`src/rtl/uart_pkg.sv`:
```
// Shared UART constants and the command assembler state type.
package uart_pkg;

    typedef enum logic {
        IDLE     = 1'b0,
        WAIT_LOW = 1'b1
    } asm_state_t;

    localparam int unsigned CLK_FREQ = 50_000_000;
    localparam int unsigned BAUD     = 19200;
    localparam int unsigned BAUD_CYC = 2604;

    // Four 10-bit frames of slack between bytes, rounded up to 104200 cycles.
    localparam int unsigned TIMEOUT_CYC_DFLT = 40 * BAUD_CYC + 40;

endpackage

```
`src/rtl/uart_cmd_assembler.sv`:
```
// Pairs received UART bytes (high first) into 16-bit commands, with an
// inter-byte timeout that drops a stranded high byte and an overrun pulse.
module uart_cmd_assembler
    import uart_pkg::*;
#(
    parameter int unsigned TIMEOUT_CYC = TIMEOUT_CYC_DFLT
) (
    input  logic        clk,
    input  logic        rst_n,
    input  logic [7:0]  rx_byte,
    input  logic        rx_rdy,
    output logic        clr_rx_rdy,
    output logic [15:0] cmd,
    output logic        cmd_rdy,
    input  logic        clr_cmd_rdy,
    output logic        sync_err,
    output logic        ovr
);

    localparam int unsigned CNT_W = $clog2(TIMEOUT_CYC);
    localparam logic [CNT_W-1:0] CNT_LAST = CNT_W'(TIMEOUT_CYC - 1);

    localparam logic [0:0] ST_IDLE     = 1'(IDLE);
    localparam logic [0:0] ST_WAIT_LOW = 1'(WAIT_LOW);

    logic [0:0]       state,    state_d;
    logic [7:0]       high,     high_d;
    logic [CNT_W-1:0] cnt,      cnt_d;
    logic [15:0]      cmd_d;
    logic             cmd_rdy_d;
    logic             sync_err_d;
    logic             ovr_d;

    // Every presented byte is acknowledged immediately; held low while in reset.
    assign clr_rx_rdy = rx_rdy & rst_n;

    // Next-state, counter and output-register logic.
    always_comb begin
        state_d    = state;
        high_d     = high;
        cnt_d      = cnt;
        cmd_d      = cmd;
        cmd_rdy_d  = cmd_rdy & ~clr_cmd_rdy;
        sync_err_d = 1'b0;
        ovr_d      = 1'b0;

        case (state)
            ST_IDLE: begin
                if (rx_rdy) begin
                    high_d  = rx_byte;
                    cnt_d   = '0;
                    state_d = ST_WAIT_LOW;
                end
            end
            ST_WAIT_LOW: begin
                // A byte arriving on the expiry edge still completes the command.
                if (rx_rdy) begin
                    cmd_d     = {high, rx_byte};
                    cmd_rdy_d = 1'b1;
                    ovr_d     = cmd_rdy & ~clr_cmd_rdy;
                    state_d   = ST_IDLE;
                end else if (cnt == CNT_LAST) begin
                    sync_err_d = 1'b1;
                    state_d    = ST_IDLE;
                end else begin
                    cnt_d = cnt + CNT_W'(1);
                end
            end
            default: state_d = ST_IDLE;
        endcase
    end

    // State and output registers.
    always_ff @(posedge clk or negedge rst_n) begin
        if (!rst_n) begin
            state    <= ST_IDLE;
            high     <= '0;
            cnt      <= '0;
            cmd      <= '0;
            cmd_rdy  <= 1'b0;
            sync_err <= 1'b0;
            ovr      <= 1'b0;
        end else begin
            state    <= state_d;
            high     <= high_d;
            cnt      <= cnt_d;
            cmd      <= cmd_d;
            cmd_rdy  <= cmd_rdy_d;
            sync_err <= sync_err_d;
            ovr      <= ovr_d;
        end
    end

endmodule

```
`config.mk`:
```
export PLATFORM = sky130hd
export DESIGN_NAME = uart_cmd_assembler
export DESIGN_NICKNAME = d
export VERILOG_FILES = /design/src/rtl/uart_pkg.sv /design/src/rtl/uart_cmd_assembler.sv
export SDC_FILE = /design/constraint.sdc
export NUM_CORES = 1
export LEC_CHECK = 0
export CAP_MARGIN = 30
export CELL_PAD_IN_SITES_DETAIL_PLACEMENT = 1
export CELL_PAD_IN_SITES_GLOBAL_PLACEMENT = 2
export CORE_MARGIN = 4
export CORE_UTILIZATION = 31
export CTS_CLUSTER_SIZE = 14
export DETAILED_ROUTE_END_ITERATION = 12
export GPL_TIMING_DRIVEN = 0
export PLACE_DENSITY_LB_ADDON = 0.1
export SLEW_MARGIN = 40
export SYNTH_ARGS = -nofsm -noshare
export SYNTH_HDL_FRONTEND = slang
export SYNTH_SLANG_ARGS = --single-unit
export TNS_END_PERCENT = 100
```
`constraint.sdc`:
```
create_clock -name clk -period 1.9 [get_ports clk]
set_input_delay 0.38 -clock clk [delete_from_list [all_inputs] [get_ports clk]]
set_output_delay 0.38 -clock clk [all_outputs]
set_load 0.03 [all_outputs]
```
; ---- After elaboration in Yosys (flattened, before gate mapping)
; Index checks and enable logic that the tools add are counted.
[totals]
register_bits = 45
inputBits = 12
out_inout_bits = 20
word_cells = 34
[op_classes]
n_addsub = 1
eq_ne = 4
mux = 15
bitwise_logic = 4
reduce_logical = 3
[op_table]
columns = op, count
row1 = $mux W17, 3
row2 = $pmux W17 S2, 1
row3 = $add A17 B1 Y17 const B, 1
row4 = $eq A17 B17 Y1 const B, 1
row5 = $mux W1, 10
row6 = $ne A2 B2 Y1 const B, 3
row7 = $reduce_and A2 Y1, 2
row8 = $reduce_and A3 Y1, 1
row9 = $and A1 B1 Y1, 2
row10 = $not A1 Y1, 2
row11 = $pmux W1 S2, 1

; ---- Logic depth before layout (Yosys ltp)
; Gate-level depths: netlist of the first run.
[depth]
ltp_word = 4
mapped_depth = 6
depth_no_buf = 5

; ---- Worst setup path before layout of the first run
; No wires, ideal clock.
[synth_timing]
path_type = flip-flop to flip-flop
startpoint = reg cnt[0]
endpoint = reg cnt[16]
setup_time_ns = 0.087
t_arrival_ns = 1.738
required_time_ns = 1.813
path_slack_ns = 0.075
path_stages_with_launch = 7
path_buffers = 1
period_less_slack_ns = 1.825
path_cell_list = dfrtp_1 > ha_1 > and4bb_2 > and4b_1 > buf_2 > or4_1 > o211ai_1
[synth_via]
elab_chain_len = 4
elab_cells_between_ends = 7
classes_between = add/sub (1) / eq/ne (2) / mux (3) / reduce/logical (1)
[synth_lines]
columns = item, line_no
row1 = start: declaration, uart_cmd_assembler.sv:28  ; logic [CNT_W-1:0] cnt, cnt_d;
row2 = start signal: assignment, uart_cmd_assembler.sv:86  ; cnt <= cnt_d;
row3 = $add A17 B1 Y17, uart_cmd_assembler.sv:66  ; cnt_d = cnt + CNT_W'(1);
row4 = $mux W17, uart_cmd_assembler.sv:62  ; end else if (cnt == CNT_LAST) begin
row5 = $mux W17, uart_cmd_assembler.sv:57  ; if (rx_rdy) begin
row6 = $pmux W17 S2, uart_cmd_assembler.sv:47  ; case (state)
; Several ways; a longest one is shown, not always the timed one. The select of a mux whose other input is x is not followed.
; A chain may end at the register's enable or synchronous reset.

; ---- Worst setup path in the final report of the first run
; Ends and elaborated chain as after synthesis.

==> results of run 1 <==
## layout by cell type (no fill, tap or decap), types with 3 or more instances in the layout
cell type	instances
dfrtp_1	43
nand2b_1	3
nor2_1	7
clkbuf_1	3
nand3_1	10
inv_1	6
clkbuf_2	3
o21ai_0	5
mux2i_1	5
and2_1	3
clkdlybuf4s50_1	29
nand4_1	10
nand2_1	11
mux2_2	24
clkbuf_8	5
a31oi_1	4
or4_1	3
o211ai_1	6
buf_4	7
## area by class of cell
class,instances,share of cell area
timing repair buffer,38,0.136
buffer,7,0.0152
sequential,45,0.415
clock inverter,2,0.00552
inverter,6,0.00829
tap,77,0.0355
clock buffer,6,0.0267
multi-input combinational,125,0.357
## metal layers
metal | vias up | part of all wire | global-route usage
met5 | - | 0 | 0
met4 | 0 | 0.015 | 0.0510
met3 | 8 | 0.030 | 0.0308
met2 | 24 | 0.53 | 0.247
met1 | 837 | 0.43 | 0.176
li1 | 782 | - | -
## flip-flops by register name, indices dropped and copies added (netlist names)
name and cells:
ovr 1, state 1, cnt 17, high 8, sync_err 1, cmd_rdy 1
cmd 16
## per-stage QoR
step | power [mW] | setup TNS, ns | worst slack [ns] | instance area (um2) | hold WS, ns
floorplan | 1.77 | 0 | 0.0747 | 2100 | 0.0844
global placement | 2.13 | -46.40 | -1.74 | 2510 | 0.483
finish | 2.77 | 0 | 0.0418 | 2720 | 0.0147
global route | 2.93 | -0.0655 | -0.0458 | 2720 | 0.0226
CTS | 2.80 | -0.288 | -0.126 | 2650 | 0.0217
detailed placement | 2.17 | -12.59 | -0.587 | 2520 | 0.228
## report_power, final
part           switching, mW  leakage [nW]  internal [mW]
registers              0.122         0.565           1.15
clock network          0.338        0.0374          0.259
logic                  0.486         0.514          0.421
## kinds of logic (layout without fill, tap and decap cells)
group	count (synthesis)	after routing	synth area share
buf+inv	15	59	0.0280
simple gates	69	69	0.193
flops	45	45	0.536
compound gates	26	26	0.0840
fa+ha+maj	1	1	0.00596
mux	29	29	0.153
## worst max path at each step
stage / slack [ns] / to / start
floorplan: 0.07 / cnt[16] / cnt[0]
global placement: -1.74 / clr_rx_rdy / rst_n
detailed placement: -0.59 / cmd[13] / rx_rdy
CTS: -0.13 / high[7] / state
global route: -0.05 / high[7] / state
finish: 0.04 / cnt[16] / cnt[0]
## timing repair
item	4_1_cts	5_1_grt
pin swaps	1	2
hold buffers	1	0
endpoints found under the setup margin	26	24
gates resized for setup	12	18
gates cloned	0	0
hold endpoints to repair	9	0
buffers inserted	2	3
## worst max-delay path, cell delays in order, from the launching register on
cell and delay, ns:
dfrtp_1 0.42, ha_4 0.19, and4bb_2 0.24, and4b_2 0.33, or4_4 0.50, o211ai_1 0.10
==> PnR_summary.wiki, run 1 <==
{| class="wikitable"
! Metric !! Value
|-
| Antenna violations before repair || 0
|-
| Horizontal extent of the die || 90.3 um
|-
| Cell total after placement || 294
|-
| Number of design-rule violations left by the first detailed-router iteration || 69
|-
| Io pins || 32
|-
| Die footprint || just over 8000 um2
|-
| Vias in the first global route || between 1500 and 2000
|-
| Global route overflow || 0
|-
| Maxcap violations || 0
|-
| Final antenna diode count || 0
|-
| Number of cells traversed by the worst register-to-register path || 5
|-
| Data arrival time of the worst path || 2.07 ns
|-
| Area occupied by multi-input gates || between 900 and 1000 um2
|-
| Setup skew after layout || 0.00536 ns
|-
| Clock slew at reported path FFs || about 0.090 ns
|-
| LEAKAGE || between 1 and 1.5 nW
|-
| Yosys cell types || 34
|-
| Count of fill cells added during filler insertion || roughly 730
|-
| Count of nets after finishing || 241
|-
| Number of setup violations in the final report || 0
|-
| Cell types occupying the most area after synthesis || dfrtp_1 (54%), mux2_2 (13%), nand4_1 (3.0%), mux2i_1 (2.4%), nand3_1 (2.4%)
|-
| Final GP Congestion || 0.823
|-
| Highest ir drop seen on vdd || about 560 uV
|-
| Type of destination of the critical path || flop
|-
| Total power divided by cell area || around 1000 nW/um2
|-
| Area fraction of the dominant cell type after synthesis || 0.536
|-
| Total Routed Length || between 5000 and 6000 um
|-
| Number of detailed-routing iterations run before antenna repair || 4
|-
| Post-route insts no fill || 306
|-
| FFs w/ async S/R, synth || 1.00
|-
| Slew Limit Fails || 0
|-
| Crit share post-route || 0.978
|-
| Maximum net fanout on the critical path || 10
|-
| Post-synth EDFFs || 0
|-
| Combined area of all synthesized cells || approximately 2100 um2
|-
| Die Span Y || between 90 and 100 um
|-
| Flip-flop cell with the highest count after synthesis || dfrtp_1
|-
| Clk sinks || 45
|-
| Maximum number of pins on one net before global-route repair || 38
|-
| Worst min-delay path category || primary input to async pin
|-
| Post-layout util || 0.421
|-
| HPWL after detailed placement || a little under 4000 um
|-
| Most frequent cell after synthesis || dfrtp_1
|-
| Syn avg cell area || 11.3 um2
|-
| Layout Area Growth over Synthesis || 29.4%
|-
| Path type of the worst setup path || flop to flop
|-
| Overall track demand over capacity in global routing || 0.143
|-
| Layout cells sized above 1 || 0.262
|-
| Setup repair after global routing missed its margin || yes
|-
| Placeable core area || around 6500 um2
|-
| Cell chosen for the clock root || clkbuf_8
|-
| Critical R2R Launch || cnt[0]
|-
| TritonCTS clock tree || yes
|-
| Wirelength per Cell || roughly 18 um
|-
| Starting density of the core || 0.325
|-
| Transition time at the pin with the least slew margin || 0.538 ns
|-
| Number of cells produced by synthesis || ~190
|-
| Area taken by flip-flops and latches || 1130 um2
|-
| H-Tree Level Count || 2
|-
| Commonest cells in the synthesized netlist || dfrtp_1 (45), mux2_2 (24), nand2_1 (13), nand3_1 (10), nand4_1 (10)
|-
| Number of DRC violations after detailed routing || 0
|-
| Post-synthesis register bit count || 45
|-
| Clock period minus final worst setup slack || roughly 1.9 ns
|-
| Per-cell via count in the routed design || 5.40
|-
| Synthesized netlist net count || between 150 and 200
|-
| Overall via count from detail_route || approximately 1700
|-
| Startpoint type of the worst setup path || flop
|-
| WP data required || about 2.1 ns
|-
| Detail Route Antenna Nets || 0
|-
| Placement row count || 29
|-
| Minimum setup slack among reg-to-reg paths || ~0.042 ns
|-
| Outcome || finished, final reports clean
|-
| CTS buffer count || 5
|-
| Number of hold-slack violations in the final timing report || 0
|-
| Max-slew headroom || 0.638
|-
| Worst reg2reg path endpoint || cnt[16]
|-
| Worst skew pair latency || 0.30 ns
|-
| Post-synthesis sequential area ratio || 0.536
|-
| Library cell with the largest summed area after synthesis || dfrtp_1
|-
| Clock buffer depth || 2
|-
| First-pass GRT wire length || 9400 um
|-
| Warning count from the yosys run || 0
|-
| Number of buffer cells added on primary ports || 31
|-
| Highest clock frequency the design can meet || about 0.54 GHz
|}
No activity file was read; power rests on OpenSTA's default activity.
==> run 2: changes to the inputs <==
Settings changed: CTS_CLUSTER_DIAMETER set to 200, SLEW_MARGIN 40 to 5, TNS_END_PERCENT 100 to 1.
==> PnR_summary.wiki, run 2 (synthesis gave the netlist of run 1 again) <==
{| class="wikitable"
! Metric !! Value
|-
| Wirelength per Cell || 18.1 um (+0.44%)
|-
| Number of design-rule violations left by the first detailed-router iteration || 78 (+13%)
|-
| Crit share post-route || 1.02 (+0.0385)
|-
| Highest-count cells in the layout ignoring fill and taps || dfrtp_1 (45), clkdlybuf4s50_1 (29), mux2_2 (24), nand2_1 (12)
|-
| Antenna violations before repair || 0 (unchanged)
|-
| Maxcap violations || 0 (unchanged)
|-
| Die Span Y || 90.3 um (unchanged)
|-
| Worst reg2reg path endpoint || cnt[16]
|-
| Area taken by flip-flops and latches || 1130 um2 (-0.22%)
|-
| Total Routed Length || 5500 um (-0.22%)
|-
| Total non-filler cell area in the finished layout || 2700 um2 (-0.74%)
|-
| Layout Area Growth over Synthesis || 28.5%
|-
| Slew Limit Fails || 0 (unchanged)
|-
| Io pins || 32 (unchanged)
|-
| Cell chosen for the clock root || clkbuf_8
|-
| Per-cell via count in the routed design || 5.40 (+0.17%)
|-
| Data arrival time of the worst path || 2.15 ns (+0.08 ns)
|-
| Global-route layer with the greatest usage || met2
|-
| Total power divided by cell area || 1030 nW/um2 (+0.57%)
|-
| Vias in the first global route || 1879 (-0.11%)
|-
| Highest clock frequency the design can meet || 0.518 GHz (-3.8%)
|-
| Number of cells traversed by the worst register-to-register path || 6 (+1)
|-
| Number of detailed-routing iterations run before antenna repair || 4 (unchanged)
|-
| Failing checks || setup timing
|-
| Number of hold-slack violations in the final timing report || 0 (unchanged)
|-
| Worst min-delay path category || primary input to async pin
|-
| Global routing met1 resource utilization || 0.179 (+0.00315)
|-
| Path type of the worst setup path || flop to flop
|-
| First-pass GRT wire length || 9440 um (+0.37%)
|-
| Number of setup violations in the final report || 1 (+1)
|-
| Standard cell area after detailed placement || 2520 um2 (about the same)
|-
| Met2 layer usage reported by global route || 0.244 (-0.00311)
|-
| Number of DRC violations after detailed routing || 0 (unchanged)
|-
| Setup TNS || -0.0314 ns (-0.0314 ns)
|-
| Register bank with the most flops || cnt
|-
| Final antenna diode count || 0 (unchanged)
|-
| Type of destination of the critical path || flop
|-
| Number of buffer cells added on primary ports || 31 (unchanged)
|-
| CTS buffer count || 5 (unchanged)
|-
| Startpoint type of the worst setup path || flop
|-
| Overall track demand over capacity in global routing || 0.143 (+0.000177)
|-
| Die footprint || 8150 um2 (unchanged)
|-
| Clock buffer depth || 2 (unchanged)
|-
| TritonCTS clock tree || yes
|-
| WP data required || 2.12 ns (about the same)
|-
| Global route overflow || 0 (unchanged)
|-
| Maximum number of pins on one net before global-route repair || 38 (unchanged)
|-
| Critical R2R Launch || cnt[0]
|-
| PnR worst setup slack || -0.0314 ns (-0.0731 ns)
|-
| LEAKAGE || 1.11 nW (-0.38%)
|-
| Detail Route Antenna Nets || 0 (unchanged)
|-
| Clock period minus final worst setup slack || 1.93 ns (+0.0731 ns)
|-
| Clock slew at reported path FFs || 0.09 ns (about the same)
|-
| Placement row count || 29 (unchanged)
|-
| Max-slew headroom || 0.644 (+0.00631)
|-
| Setup repair after global routing missed its margin || yes
|-
| Minimum setup slack among reg-to-reg paths || -0.03 ns (-0.07 ns)
|-
| H-Tree Level Count || 2 (unchanged)
|-
| Maximum net fanout on the critical path || 10 (unchanged)
|-
| Post-layout util || 0.418 (-0.00310)
|-
| Layout cells sized above 1 || 0.233 (-0.0285)
|-
| Setup skew after layout || 0.00397 ns (-0.00138 ns)
|-
| Overall via count from detail_route || 1643 (-0.48%)
|-
| Cell total after placement || 294 (unchanged)
|-
| Horizontal extent of the die || 90.3 um (unchanged)
|-
| Top flop regs || cnt x17, cmd x16, high x8
|-
| Transition time at the pin with the least slew margin || 0.534 ns (-0.00450 ns)
|-
| Post-route insts no fill || 304 (-0.65%)
|-
| Starting density of the core || 0.325 (unchanged)
|-
| Clk sinks || 45 (unchanged)
|-
| Worst skew pair latency || 0.30 ns (about the same)
|-
| Final GP Congestion || 0.823 (unchanged)
|-
| Met3 GRT Util || 0.0308 (unchanged)
|-
| Count of fill cells added during filler insertion || 727 (+0.14%)
|-
| Placeable core area || 6460 um2 (unchanged)
|-
| Max reg flops || 17 (unchanged)
|-
| Area occupied by multi-input gates || 961 um2 (-1.0%)
|-
| Most common library cell in the layout ignoring fill and taps || dfrtp_1
|-
| HPWL after detailed placement || 3930 um (about the same)
|-
| Outcome || complete, but fails checks
|-
| Count of nets after finishing || 239 (-0.83%)
|-
| Highest ir drop seen on vdd || 556 uV (-0.60%)
|}
-- run 2: worst max path at each step --
stage,start,to,slack (ns),cells after the start
global placement,rst_n,clr_rx_rdy,-1.74,3
detailed placement,rx_rdy,cmd[13],-0.59,5
global route,cnt[1],cnt[16],-0.11,6
finish,cnt[0],cnt[16],-0.03,6
floorplan,cnt[0],cnt[16],0.07,6
CTS,state,high[7],-0.13,3
-- run 2: through the flow --
stage          total power [mW]  hold WS, ns  worst slack, ns
2_1_floorplan              1.77       0.0844           0.0747
3_3_place_gp               2.13        0.483            -1.74
3_5_place_dp               2.17        0.273           -0.587
4_1_cts                    2.80       0.0441           -0.126
5_1_grt                    2.92       0.0491           -0.111
6_report                   2.77       0.0377          -0.0314
-- run 2: layout make-up --
cell class | count | area share
inverters | 6 | 0.00835
flip-flops and latches | 45 | 0.417
plain buffers | 8 | 0.0218
well taps | 77 | 0.0357
clock inverters | 2 | 0.00557
multi-input cells | 125 | 0.356
repair buffers | 35 | 0.128
clock buffers | 6 | 0.0269
-- run 2: repair_timing --
action                     CTS  global route
hold endpoints to repair     9             0
pin swaps                    1             1
hold buffers                 1             0
setup endpoints to repair   26            25
resized for setup           15            16
buffers inserted             0             2
-- run 2: report_power, final --
part           switching [mW]  total [mW]  internal, mW
registers               0.122        1.27          1.15
clock network           0.341       0.600         0.259
logic                   0.483       0.899         0.416
-- run 2: metal layers --
layer | vias to the layer above | wire, um
met5 | - | 0
met4 | 0 | 77
met3 | 7 | 173
met2 | 22 | 2870
met1 | 843 | 2380
li1 | 771 | -
-- run 2: critical path, cell delays in order, from the launching register on --
cell and delay [ns]:
dfrtp_1 0.43, ha_4 0.20, and4bb_2 0.24, and4b_1 0.24
buf_6 0.15, or4_1 0.49, o211ai_1 0.11
